===== src/rtl/seg_display_scan.sv =====
// Six-digit multiplexed seven-segment driver for the alarm-clock core.
// Latches one time snapshot per scan frame and flashes the display while the alarm is active.
module seg_display_scan #(
   parameter int SCAN_DIV     = 4,
   parameter int BLINK_FRAMES = 8
) (
   input  logic       clk,
   input  logic       reset,
   input  logic [1:0] H_out1,
   input  logic [3:0] H_out0,
   input  logic [3:0] M_out1,
   input  logic [3:0] M_out0,
   input  logic [3:0] S_out1,
   input  logic [3:0] S_out0,
   input  logic       Alarm,
   output logic [5:0] an,
   output logic [6:0] seg,
   output logic       dp,
   output logic       frame_start
);

   localparam int PW = (SCAN_DIV > 1) ? $clog2(SCAN_DIV) : 1;
   localparam int FW = (BLINK_FRAMES > 1) ? $clog2(BLINK_FRAMES) : 1;
   localparam logic [PW-1:0] PCNT_MAX = PW'(SCAN_DIV - 1);
   localparam logic [FW-1:0] FCNT_MAX = FW'(BLINK_FRAMES - 1);

   typedef enum logic [2:0] {D0, D1, D2, D3, D4, D5} digit_t;

   logic [PW-1:0] pcnt_reg, pcnt_next;
   digit_t        d_reg, d_next;
   logic [FW-1:0] fcnt_reg, fcnt_next;
   logic          phase_reg, phase_next;
   logic          alarm_reg, alarm_next;
   logic [3:0]    snap_reg  [6];
   logic [3:0]    snap_next [6];
   logic [3:0]    digit_in  [6];
   logic [5:0]    an_next;
   logic [6:0]    seg_next;
   logic          dp_next;
   logic [3:0]    cur_val;
   logic          tick;
   logic          wrap;

   assign tick = (pcnt_reg == PCNT_MAX);
   assign wrap = tick && (d_reg == D5);

   assign digit_in[0] = S_out0;
   assign digit_in[1] = S_out1;
   assign digit_in[2] = M_out0;
   assign digit_in[3] = M_out1;
   assign digit_in[4] = H_out0;
   assign digit_in[5] = {2'b00, H_out1};

   // Rendering looks only at the snapshot, so a frame never mixes two times.
   generate
      for (genvar gi = 0; gi < 6; gi++) begin : g_snap
         assign snap_next[gi] = wrap ? digit_in[gi] : snap_reg[gi];
      end
   endgenerate

   function automatic logic [6:0] seg_decode(input logic [3:0] v);
      case (v)
         4'd0:    seg_decode = 7'b1000000;
         4'd1:    seg_decode = 7'b1111001;
         4'd2:    seg_decode = 7'b0100100;
         4'd3:    seg_decode = 7'b0110000;
         4'd4:    seg_decode = 7'b0011001;
         4'd5:    seg_decode = 7'b0010010;
         4'd6:    seg_decode = 7'b0000010;
         4'd7:    seg_decode = 7'b1111000;
         4'd8:    seg_decode = 7'b0000000;
         4'd9:    seg_decode = 7'b0010000;
         default: seg_decode = 7'b0111111;
      endcase
   endfunction

   always_comb begin
      pcnt_next  = tick ? '0 : pcnt_reg + 1'b1;
      d_next     = d_reg;
      fcnt_next  = fcnt_reg;
      phase_next = phase_reg;
      alarm_next = alarm_reg;

      if (tick) begin
         case (d_reg)
            D0:      d_next = D1;
            D1:      d_next = D2;
            D2:      d_next = D3;
            D3:      d_next = D4;
            D4:      d_next = D5;
            default: d_next = D0;
         endcase
      end

      // The flash counter only runs across consecutive alarm frames; the
      // first alarm frame after a quiet one always starts in the lit phase.
      if (wrap) begin
         alarm_next = Alarm;
         if (Alarm && alarm_reg) begin
            if (fcnt_reg == FCNT_MAX) begin
               fcnt_next  = '0;
               phase_next = ~phase_reg;
            end else begin
               fcnt_next = fcnt_reg + 1'b1;
            end
         end else begin
            fcnt_next  = '0;
            phase_next = 1'b0;
         end
      end

      cur_val  = snap_next[d_next];
      an_next  = ~(6'b000001 << d_next);
      seg_next = seg_decode(cur_val);
      if ((d_next == D5) && (snap_next[5] == 4'd0)) begin
         seg_next = 7'b1111111;
      end
      dp_next = !(((d_next == D2) || (d_next == D4)) && !snap_next[0][0]);

      if (alarm_next && phase_next) begin
         an_next  = 6'b111111;
         seg_next = 7'b1111111;
         dp_next  = 1'b1;
      end
   end

   always_ff @(posedge clk) begin
      if (!reset) begin
         pcnt_reg    <= PCNT_MAX;
         d_reg       <= D5;
         fcnt_reg    <= '0;
         phase_reg   <= 1'b0;
         alarm_reg   <= 1'b0;
         for (int i = 0; i < 6; i++) snap_reg[i] <= 4'd0;
         an          <= 6'b111111;
         seg         <= 7'b1111111;
         dp          <= 1'b1;
         frame_start <= 1'b0;
      end else begin
         pcnt_reg    <= pcnt_next;
         d_reg       <= d_next;
         fcnt_reg    <= fcnt_next;
         phase_reg   <= phase_next;
         alarm_reg   <= alarm_next;
         for (int i = 0; i < 6; i++) snap_reg[i] <= snap_next[i];
         an          <= an_next;
         seg         <= seg_next;
         dp          <= dp_next;
         frame_start <= wrap;
      end
   end

endmodule


===== config.mk =====
export PLATFORM = sky130hd
export DESIGN_NAME = seg_display_scan
export DESIGN_NICKNAME = d
export VERILOG_FILES = /design/src/rtl/seg_display_scan.sv
export SDC_FILE = /design/constraint.sdc
export NUM_CORES = 1
export LEC_CHECK = 0
export ABC_AREA = 1
export BUFFER_PORTS_ARGS = -buffer_cell sky130_fd_sc_hd__buf_2
export CAP_MARGIN = 20
export CORE_UTILIZATION = 42
export DETAILED_ROUTE_END_ITERATION = 8
export PLACE_DENSITY_LB_ADDON = 0.1
export SLEW_MARGIN = 20
export SYNTH_ARGS = -nofsm -noshare
export SYNTH_HDL_FRONTEND = slang
export SYNTH_SLANG_ARGS = --single-unit

===== constraint.sdc =====
create_clock -name clk -period 3.2 [get_ports clk]
set_clock_uncertainty 0.05 [all_clocks]
set_input_delay 0.32 -clock clk [delete_from_list [all_inputs] [get_ports clk]]
set_output_delay 0.32 -clock clk [all_outputs]
set_load 0.02 [all_outputs]

==> reports/summary.md, run 1 <==
Across the VDD grid, the largest voltage drop is 0.264 mV. The routed layout has 2,162 vias. The die is 77.6 um tall.

Dividing total power by cell area gives a power density of 715 mW/mm2. The initial antenna violation count is 0, and the initial cell density of the core is 0.436. Type of destination of the critical path: a flop. The wire-length estimate of the detail-placed layout is 3990 um.

Yosys printed 0 warnings. Static timing analysis puts the maximum clock frequency at 374 MHz. Cell area after synthesis: 0.00240 mm2. The share of the synthesized area in the top cell type works out to 0.409. The synthesized area divided by synthesized cell count was 6.96 um2; the number of placement rows was 27.

The total of buffers placed on input and output ports came out at 39. The run gives 0.00275 mm2 as the summed area of non-filler cells in the final layout. For this design the top-level I/O count stands at 40. The number of buffers inserted during clock tree synthesis is 5, and the xor and xnor area share after synthesis is 0.

The internal power component was 1.15 mW. After the last flow step, the layout net total stands at 419. Horizontal die dimension: 77.6 um. Dividing the detail-routed wire length by the instance count gives 11.6 um.

Setup repair after global routing left no endpoint under its margin. The relative contribution of combinational cells to total power was 0.430; the net count after synthesis was 379. The clock insertion delay at the later pin of the skew report was 300 ps.

The via count of the first global-routing pass is 1,985, and the final number of setup-violating endpoints is 0. The share of cells above drive strength 1 was 0.189. The most used flip-flop cell after synthesis was sky130_fd_sc_hd__dfxtp_1. The data arrival time of the critical path is 2820 ps, and the number of flip-flops under the largest register name is 24. Leakage power: 1.40 nW. The number of buffers and inverters on the critical path is 3.

Walking the worst path, the cells encountered are ha_1 -> nand2_1 -> inv_2 -> nand2_4 -> o21ai_0 -> nor2_1 -> nor2_1 -> nand2_1 -> a21oi_2 -> inv_1 -> ha_1 -> inv_1 -> nand3_1 -> nand3_1 -> nand3_1. For this run, the detailed router's first-pass iteration total came to 4. For the DRC marker count from the first detailed-route iteration, the log shows 75.

The number of nets with antenna violations after routing was 0. The worst-path cell with the longest stage delay is sky130_fd_sc_hd__dfxtp_1. The register area share after synthesis is 0.409, and the share of total power consumed by net switching is 0.414. The tools report the distinct cell type count of the synthesized netlist as 31. The area of the placeable core came out at 0.00551 mm2. TritonCTS built the clock tree. Ranked by instance count, the synthesized netlist is headed by sky130_fd_sc_hd__nand2_1, sky130_fd_sc_hd__dfxtp_1, sky130_fd_sc_hd__inv_1. The most common cell in the synthesized netlist was sky130_fd_sc_hd__nand2_1. The repair_antennas step left the layout with diodes totalling 0. The worst slew margin relative to its limit is 0.358, and the first-pass GRT wire length is 9060 um. For the weighted congestion reported at the end of routability-driven placement, the log shows 0.837. The worst setup path is launched from a flop. Across the run, the number of max-cap violations was 0. The worst hold path belongs to the class primary input to flop. The post-synthesis adder-cell area fraction works out to 0.0469. The standard cell area after detailed placement came out at 0.00265 mm2. The H-tree generated during clock tree synthesis spans 2 levels. In the routed layout, each cell is associated on average with a via count of 4.72. The biggest fanout along the worst timing path was 30; the area of the multi-input gates was 0.00119 mm2. Flip-flop and latch count after synthesis: 49. The hold-fix buffer count after cts was 0. The overall routed net length came out at 5330 um.

The pin count of the biggest net entering global routing came out at 33. CTS placed an instance of sky130_fd_sc_hd__clkbuf_8 at the clock tree root. The tree built by TritonCTS fans out to 49 sinks.

Grouping stages by cell kind, the critical path spends the most delay in simple AND/OR/NAND/NOR gates. The clock passes through at most 2 buffers. The simple logic cell fraction of the synthesized area works out to 0.360.

The run finished with clean final reports. The biggest area consumer among synthesized cells is sky130_fd_sc_hd__dfxtp_1. The layout has 581 filler cells.

For the pin with the worst max-slew slack, the measured transition is 958 ps. The fraction of registers with async set or reset after synthesis is 0, and the net switching power figure is 0.815 mW. The run gives 0 as the number of design rule violations left after detail routing. The die covers 0.00602 mm2. Yosys mapped a number of flops with a built-in enable equal to 0.

The run gives 0.188 as the portion of total power attributed to the clock network. The clock edge transition at the registers on the reported setup and hold paths is 100 ps, and the layout overhead on the synthesized area is 14.5%. Yosys attributes the largest share of cell area to sky130_fd_sc_hd__dfxtp_1, sky130_fd_sc_hd__nand2_1, sky130_fd_sc_hd__nand3_1. The required time of the worst setup path was 3350 ps; the number of endpoints with negative hold slack in the final report was 0. The final-report max-slew violation count is 0.

The largest incremental delay on the critical path was 340 ps. The post-synthesis compound-gate area fraction was 0.0865. The kind of critical path is flop to flop. For the global-route usage over all layers, the log shows 0.193.

Counting I/O delays and the setup requirement, the final critical path takes 2670 ps. Post-route setup TNS: 0 ps. For the part of the power in registers, the log shows 0.381. The proportion of synthesized area in mux cells was 0.

The tools report the instance count of the mapped netlist as 345. Registers take 981 um2. The part of the cycle the worst path needs is 0.835.

After synthesis, the largest family of logic cells by area is simple AND/OR/NAND/NOR gates. The run gives 0 as the sum of overflow across all layers after global routing. The most numerous cell type found on the critical path is sky130_fd_sc_hd__nand3_1.
area by class of cell:
cell class	instances	area share
clock buffer	5	0.0250
clock inverter	3	0.00819
inverter	44	0.0601
multi-input combinational	241	0.432
sequential	49	0.357
tap	72	0.0328
timing repair buffer	44	0.0847
stage by stage:
stage	worst slack, ps	instances	utilization	hold slack [ps]	power (mW)
finish	529	458	0.499	180	1.97
detailed placement	383	450	0.482	400	1.61
floorplan	968	345	-	340	1.40
CTS	353	458	0.498	169	1.99
global placement	468	450	0.482	386	1.60
global route	144	458	0.499	187	2.14
timing repair:
item,CTS,global route
setup endpoints to repair,0,3
buffers inserted,0,0
gates resized for setup,0,1
logic make-up (layout without fill, tap and decap cells):
group | count (synthesis) | in the layout
AOI/OAI and AO/OA | 33 | 33
buffers and inverters | 55 | 96
adders and majority gates | 9 | 9
and+or+nand+nor | 199 | 199
DFF | 49 | 49
worst paths after layout:
check | start | cells past startpoint | endpoint | slack, ps
hold / removal | reset | 2 | d_reg[2] | 180
setup / recovery | pcnt_reg[0] | 15 | seg[3] | 530
setup reg to reg | pcnt_reg[0] | 15 | seg[3] | 530
hold reg to reg | pcnt_reg[0] | 1 | pcnt_reg[0] | 410
layer usage:
layer  wire, um  up-vias  track usage
li1           -     1164            -
met1       2650      953        0.241
met2       2460       43        0.329
met3        195        2       0.0365
met4         34        0       0.0679
met5          0        -            0
power by group through the flow:
stage          Sequential, mW  Clock, mW  Combinational (mW)
3_3_place_gp            0.763          0               0.836
5_1_grt                 0.759      0.409               0.971
6_report                0.750      0.371               0.846
2_1_floorplan           0.832          0               0.571
3_5_place_dp            0.765          0               0.844
4_1_cts                 0.750      0.391               0.848
cell usage in the layout (no fill, tap or decap), drive strengths merged, types with 2 or more instances in the layout:
cell and instances:
or2 3, a21oi 13, nand3b 5, o22ai 2, nand4 2, inv 43
ha 9, nand3 36, clkinvlp 3, a31oi 2, dfxtp 49, o21ai 13
nor3 3, clkbuf 5, nand2 112, buf 44, nor2 37
worst register-to-register path, delay by kind of cell, from the launching register on:
kind / cells / cell delay, ps
compound gates: 2 / 520
simple gates: 8 / 880
fa+ha+maj: 2 / 390
flops: 1 / 340
buf+inv: 3 / 400
Note: power is estimated with default switching activity, not from simulation.
==> run 2, diff against run 1 <==
--- a/config.mk
+++ b/config.mk
@@ -5,7 +5,7 @@
 export SDC_FILE = /design/constraint.sdc
 export NUM_CORES = 1
 export LEC_CHECK = 0
-export ABC_AREA = 1
+export ABC_AREA = 0
 export BUFFER_PORTS_ARGS = -buffer_cell sky130_fd_sc_hd__buf_2
 export CAP_MARGIN = 20
 export CORE_UTILIZATION = 42
==> constraint.sdc (replaced) <==
create_clock -name clk -period 2.35 [get_ports clk]
set_clock_uncertainty 0.05 [all_clocks]
set_input_delay 0.235 -clock clk [delete_from_list [all_inputs] [get_ports clk]]
set_output_delay 0.235 -clock clk [all_outputs]
set_load 0.02 [all_outputs]
==> run 2 against run 1 <==
First-iteration DRC count increased by 68%. Clock power increased by 24%. Worst hold slack got worse by 67 ps. Power increased by 22%. Final cell count decreased by 3.5%. Maximum frequency increased by 20%. Critical path type unchanged. Worst setup slack got worse by 410 ps. Combinational power increased by 10%.
==> reports/summary.md, run 2 <==
Top library cells by usage in the layout, fill and taps aside: sky130_fd_sc_hd__nand2_1, sky130_fd_sc_hd__dfxtp_1, sky130_fd_sc_hd__buf_2 (was sky130_fd_sc_hd__nand2_1, sky130_fd_sc_hd__dfxtp_1, sky130_fd_sc_hd__inv_1, sky130_fd_sc_hd__buf_2, sky130_fd_sc_hd__nand3_1). The final number of setup-violating endpoints came out at 0 (unchanged). The endpoint of the most critical register-to-register path was seg[1] (was seg[3]). The sum of overflow across all layers after global routing is 0 (unchanged). The logs give 118 ps (was 529 ps) for the final worst slack and 2,369 (was 2,162) for the vias after detailed routing. The filler cell count in the final layout is 595 (was 581), and the via count of the first global-routing pass is 2,091 (was 1,985). The post-synthesis adder-cell area fraction came out at 0.0425 (was 0.0469). Buffer type at the clock tree root: sky130_fd_sc_hd__clkbuf_8 (unchanged). Instance count of the mapped netlist: 324 (was 345).

The busiest layer in global routing is met2 (unchanged). The shortest clock period the worst path allows after layout is 2230 ps (was 2670 ps), and the net count after synthesis is 358 (was 379). The tools report the required time of the worst setup path as 2530 ps (was 3350 ps). Actual slew at the worst max-slew pin: 349 ps (was 958 ps).

The logs give 2410 ps (was 2820 ps) for the data arrival time of the critical path and 0 (unchanged) for the number of endpoints with negative hold slack in the final report. Fraction of registers with async set or reset after synthesis: 0 (unchanged). The startpoint class of the critical path was a flop (unchanged).

For the worst slew margin relative to its limit, the log shows 0.767 (was 0.358). The post-synthesis compound-gate area fraction was 0.215 (was 0.0865); the detailed-routing iteration count for the pre-antenna-repair pass was 4 (unchanged). The initial cell density of the core came out at 0.442 (was 0.436). The number of buffers inserted during clock tree synthesis came out at 5 (unchanged).

The number of diodes is 0 (unchanged), and the clock edge transition at the registers on the reported setup and hold paths is 90 ps (was 100 ps). The class of the tightest hold or removal check was primary input to flop (unchanged). For the area of the placeable core, the log shows 0.00599 mm2 (was 0.00551 mm2). The commonest non-fill, non-tap cell in the layout was sky130_fd_sc_hd__nand2_1 (unchanged).

The simple logic cell fraction of the synthesized area is 0.244 (was 0.360). The proportion of synthesized area in mux cells came out at 0.0496 (was 0). The count of H-tree levels built during CTS was 2 (unchanged). The post-route setup TNS came out at 0 ps (unchanged). The number of maximum-capacitance violations was 0 (unchanged). The total die area came out at 0.00663 mm2 (was 0.00602 mm2). TritonCTS built the clock tree. The launching element of the worst setup path was pcnt_reg[0] (unchanged). The clock sink count was 49 (unchanged). Area contributors post-synth: sky130_fd_sc_hd__dfxtp_1, sky130_fd_sc_hd__nand2_1, sky130_fd_sc_hd__a21oi_1 (was sky130_fd_sc_hd__dfxtp_1, sky130_fd_sc_hd__nand2_1, sky130_fd_sc_hd__nand3_1).

The synthesized area divided by synthesized cell count works out to 8.18 um2 (was 6.96 um2). The flip-flop and latch count after synthesis is 49 (unchanged), and the met3 global-route usage is 0.0333 (was 0.0365). The tools report the final-report max-slew violation count as 0 (unchanged).

The run gives 2.40 mW (was 1.97 mW) as the overall power consumption. The leakage power was 1.27 nW (was 1.40 nW). The combinational family with the most area after synthesis is simple AND/OR/NAND/NOR gates (unchanged). The estimated wirelength of the detail-placed design is 4160 um (was 3990 um), and the horizontal die dimension is 81.4 um (was 77.6 um). The first-pass GRT wire length is 10,000 um (was 9060 um), and the count of flip-flops with a built-in enable after synthesis is 0 (unchanged).

The met2 track utilization from global routing was 0.308 (was 0.329); the maximum resistive drop on vdd was 0.391 mV (was 0.264 mV). Highest clock rate: 448 MHz (was 374 MHz). The number of design rule violations left after detail routing is 0 (unchanged), and the share of cells above drive strength 1 is 0.237 (was 0.189). The post-layout net count is 402 (was 419).

For the pin count of the biggest net entering global routing, the log shows 47 (was 33). Average wire per standard cell: 13.6 um (was 11.6 um). Type of destination of the critical path: a flop (unchanged). Layout overhead on the synthesized area: 18.1% (was 14.5%). The number of nets with antenna violations after routing came out at 0 (unchanged). The initial antenna violation count is 0 (unchanged). The distinct cell type count of the synthesized netlist came out at 56 (was 31). The share of the synthesized area in the top cell type was 0.370 (was 0.409). Most numerous cell types in the synthesized netlist: sky130_fd_sc_hd__nand2_1, sky130_fd_sc_hd__dfxtp_1, sky130_fd_sc_hd__a21oi_1 (was sky130_fd_sc_hd__nand2_1, sky130_fd_sc_hd__dfxtp_1, sky130_fd_sc_hd__inv_1).

The most common cell in the synthesized netlist is sky130_fd_sc_hd__nand2_1 (unchanged). The tools report the placement-stage worst setup slack as 46.0 ps (was 383 ps). The die boundary height works out to 81.4 um (was 77.6 um).

The biggest fanout along the worst timing path was 14 (was 30); the number of flip-flops under the largest register name was 24 (unchanged). Clock insertion delay at the later pin of the skew report: 300 ps (about the same). Setup repair after global routing left no endpoint under its margin.

For the cell area after synthesis, the log shows 0.00265 mm2 (was 0.00240 mm2). The tools report the DRC marker count from the first detailed-route iteration as 126 (was 75). The run gives 0 (unchanged) as the synthesis warning total.

The most used flip-flop cell after synthesis is sky130_fd_sc_hd__dfxtp_1 (unchanged). The total power per unit cell area came out at 767 mW/mm2 (was 715 mW/mm2). The biggest area consumer among synthesized cells is sky130_fd_sc_hd__dfxtp_1 (unchanged). The number of top-level pins is 40 (unchanged), and the internal reg-to-reg setup slack is 120 ps (was 530 ps). The xor and xnor area share after synthesis came out at 0 (unchanged). The overall routed net length is 6010 um (was 5330 um), and the mean number of vias per cell is 5.36 (was 4.72). The global-route usage over all layers was 0.197 (was 0.193); the met1 usage was 0.274 (was 0.241).

The number of placement rows came out at 28 (was 27). The clock tree buffer depth was 2 (unchanged). The tools report the capture point of the worst path as seg[1] (was seg[3]).

The run gives 113 ps (was 180 ps) as the final-layout worst hold slack. The register area share after synthesis is 0.370 (was 0.409), and the part of the cycle the worst path needs is 0.950 (was 0.835). The depth of the most critical reg-to-reg path came out at 9 (was 15). The kind of critical path was flop to flop (unchanged). The flow ran to the end, and the final reports show no timing, DRC or antenna violations. The total of buffers placed on input and output ports was 39 (unchanged).

The launch point of the worst reg-to-reg path is pcnt_reg[0] (unchanged). Weighted congestion reported at the end of routability-driven placement: 0.842 (was 0.837).
[run 2: cell types whose count changed after synthesis, sizes merged, moves of 7 or more]
cell / before / now
nor2b: 0 / 7
clkbuf: 3 / 10
nand3: 36 / 9
buf: 8 / 16
nor2: 37 / 10
a21oi: 13 / 37
inv: 44 / 12
nand2: 112 / 64
mux2i: 0 / 12
nand2b: 0 / 8
[run 2: how the worst min path moves through the flow]
stage / start / end / depth (start not counted)
finish: H_out1[1] / snap_reg[5][1] / 3
global route: S_out1[1] / snap_reg[1][1] / 3
CTS: H_out1[1] / snap_reg[5][1] / 3
detailed placement: pcnt_reg[0] / pcnt_reg[0] / 1
global placement: pcnt_reg[0] / pcnt_reg[0] / 1
floorplan: reset / flop / 1
[run 2: layout make-up]
| class | instances | area (um2) | area share |
|---|---|---|---|
| clock buffer | 5 | 68.8 | 0.0220 |
| clock inverter | 1 | 5.00 | 0.00160 |
| inverter | 12 | 45.0 | 0.0144 |
| multi-input combinational | 237 | 1500 | 0.480 |
| sequential | 49 | 985 | 0.315 |
| tap | 75 | 93.8 | 0.0300 |
| timing repair buffer | 63 | 430 | 0.137 |
[run 2: power breakdown]
group	internal, mW	switching, mW
Combinational	0.412	0.521
Sequential	0.941	0.0680
Clock	0.196	0.263
Total	1.55	0.851
[run 2: metal layers]
metal,vias to the layer above,share of wire
li1,1234,-
met1,1072,0.50
met2,54,0.45
met3,9,0.040
met4,0,0.017
met5,-,0
[run 2: through the flow]
stage / cells / cell area [um2] / utilization
detailed placement: 434 / 2980 / 0.497
global route: 442 / 3130 / 0.523
global placement: 434 / 2980 / 0.497
floorplan: 324 / 2650 / -
CTS: 440 / 3050 / 0.510
finish: 442 / 3130 / 0.523
[run 2: cells by family (layout without fill, tap and decap cells)]
logic type	after synthesis	in the layout
and+or+nand+nor	129	129
AOI/OAI and AO/OA	86	86
DFF	49	49
buffers and inverters	38	81
muxes	13	13
adders and majority gates	9	9
[run 2: worst max-delay path, cell delays in order (launching register included)]
cell	delay, ps
sky130_fd_sc_hd__dfxtp_2	340
sky130_fd_sc_hd__ha_4	180
sky130_fd_sc_hd__buf_12	150
sky130_fd_sc_hd__or3b_4	410
sky130_fd_sc_hd__o21a_1	190
sky130_fd_sc_hd__o221a_4	260
sky130_fd_sc_hd__ha_1	270
sky130_fd_sc_hd__inv_1	40
sky130_fd_sc_hd__o21ba_1	170
sky130_fd_sc_hd__o21ai_1	90
[run 2: timing repair]
item,in CTS,in global routing
hold buffers,0,0
resized for setup,0,10
setup endpoints to repair,0,7
buffers inserted,0,1
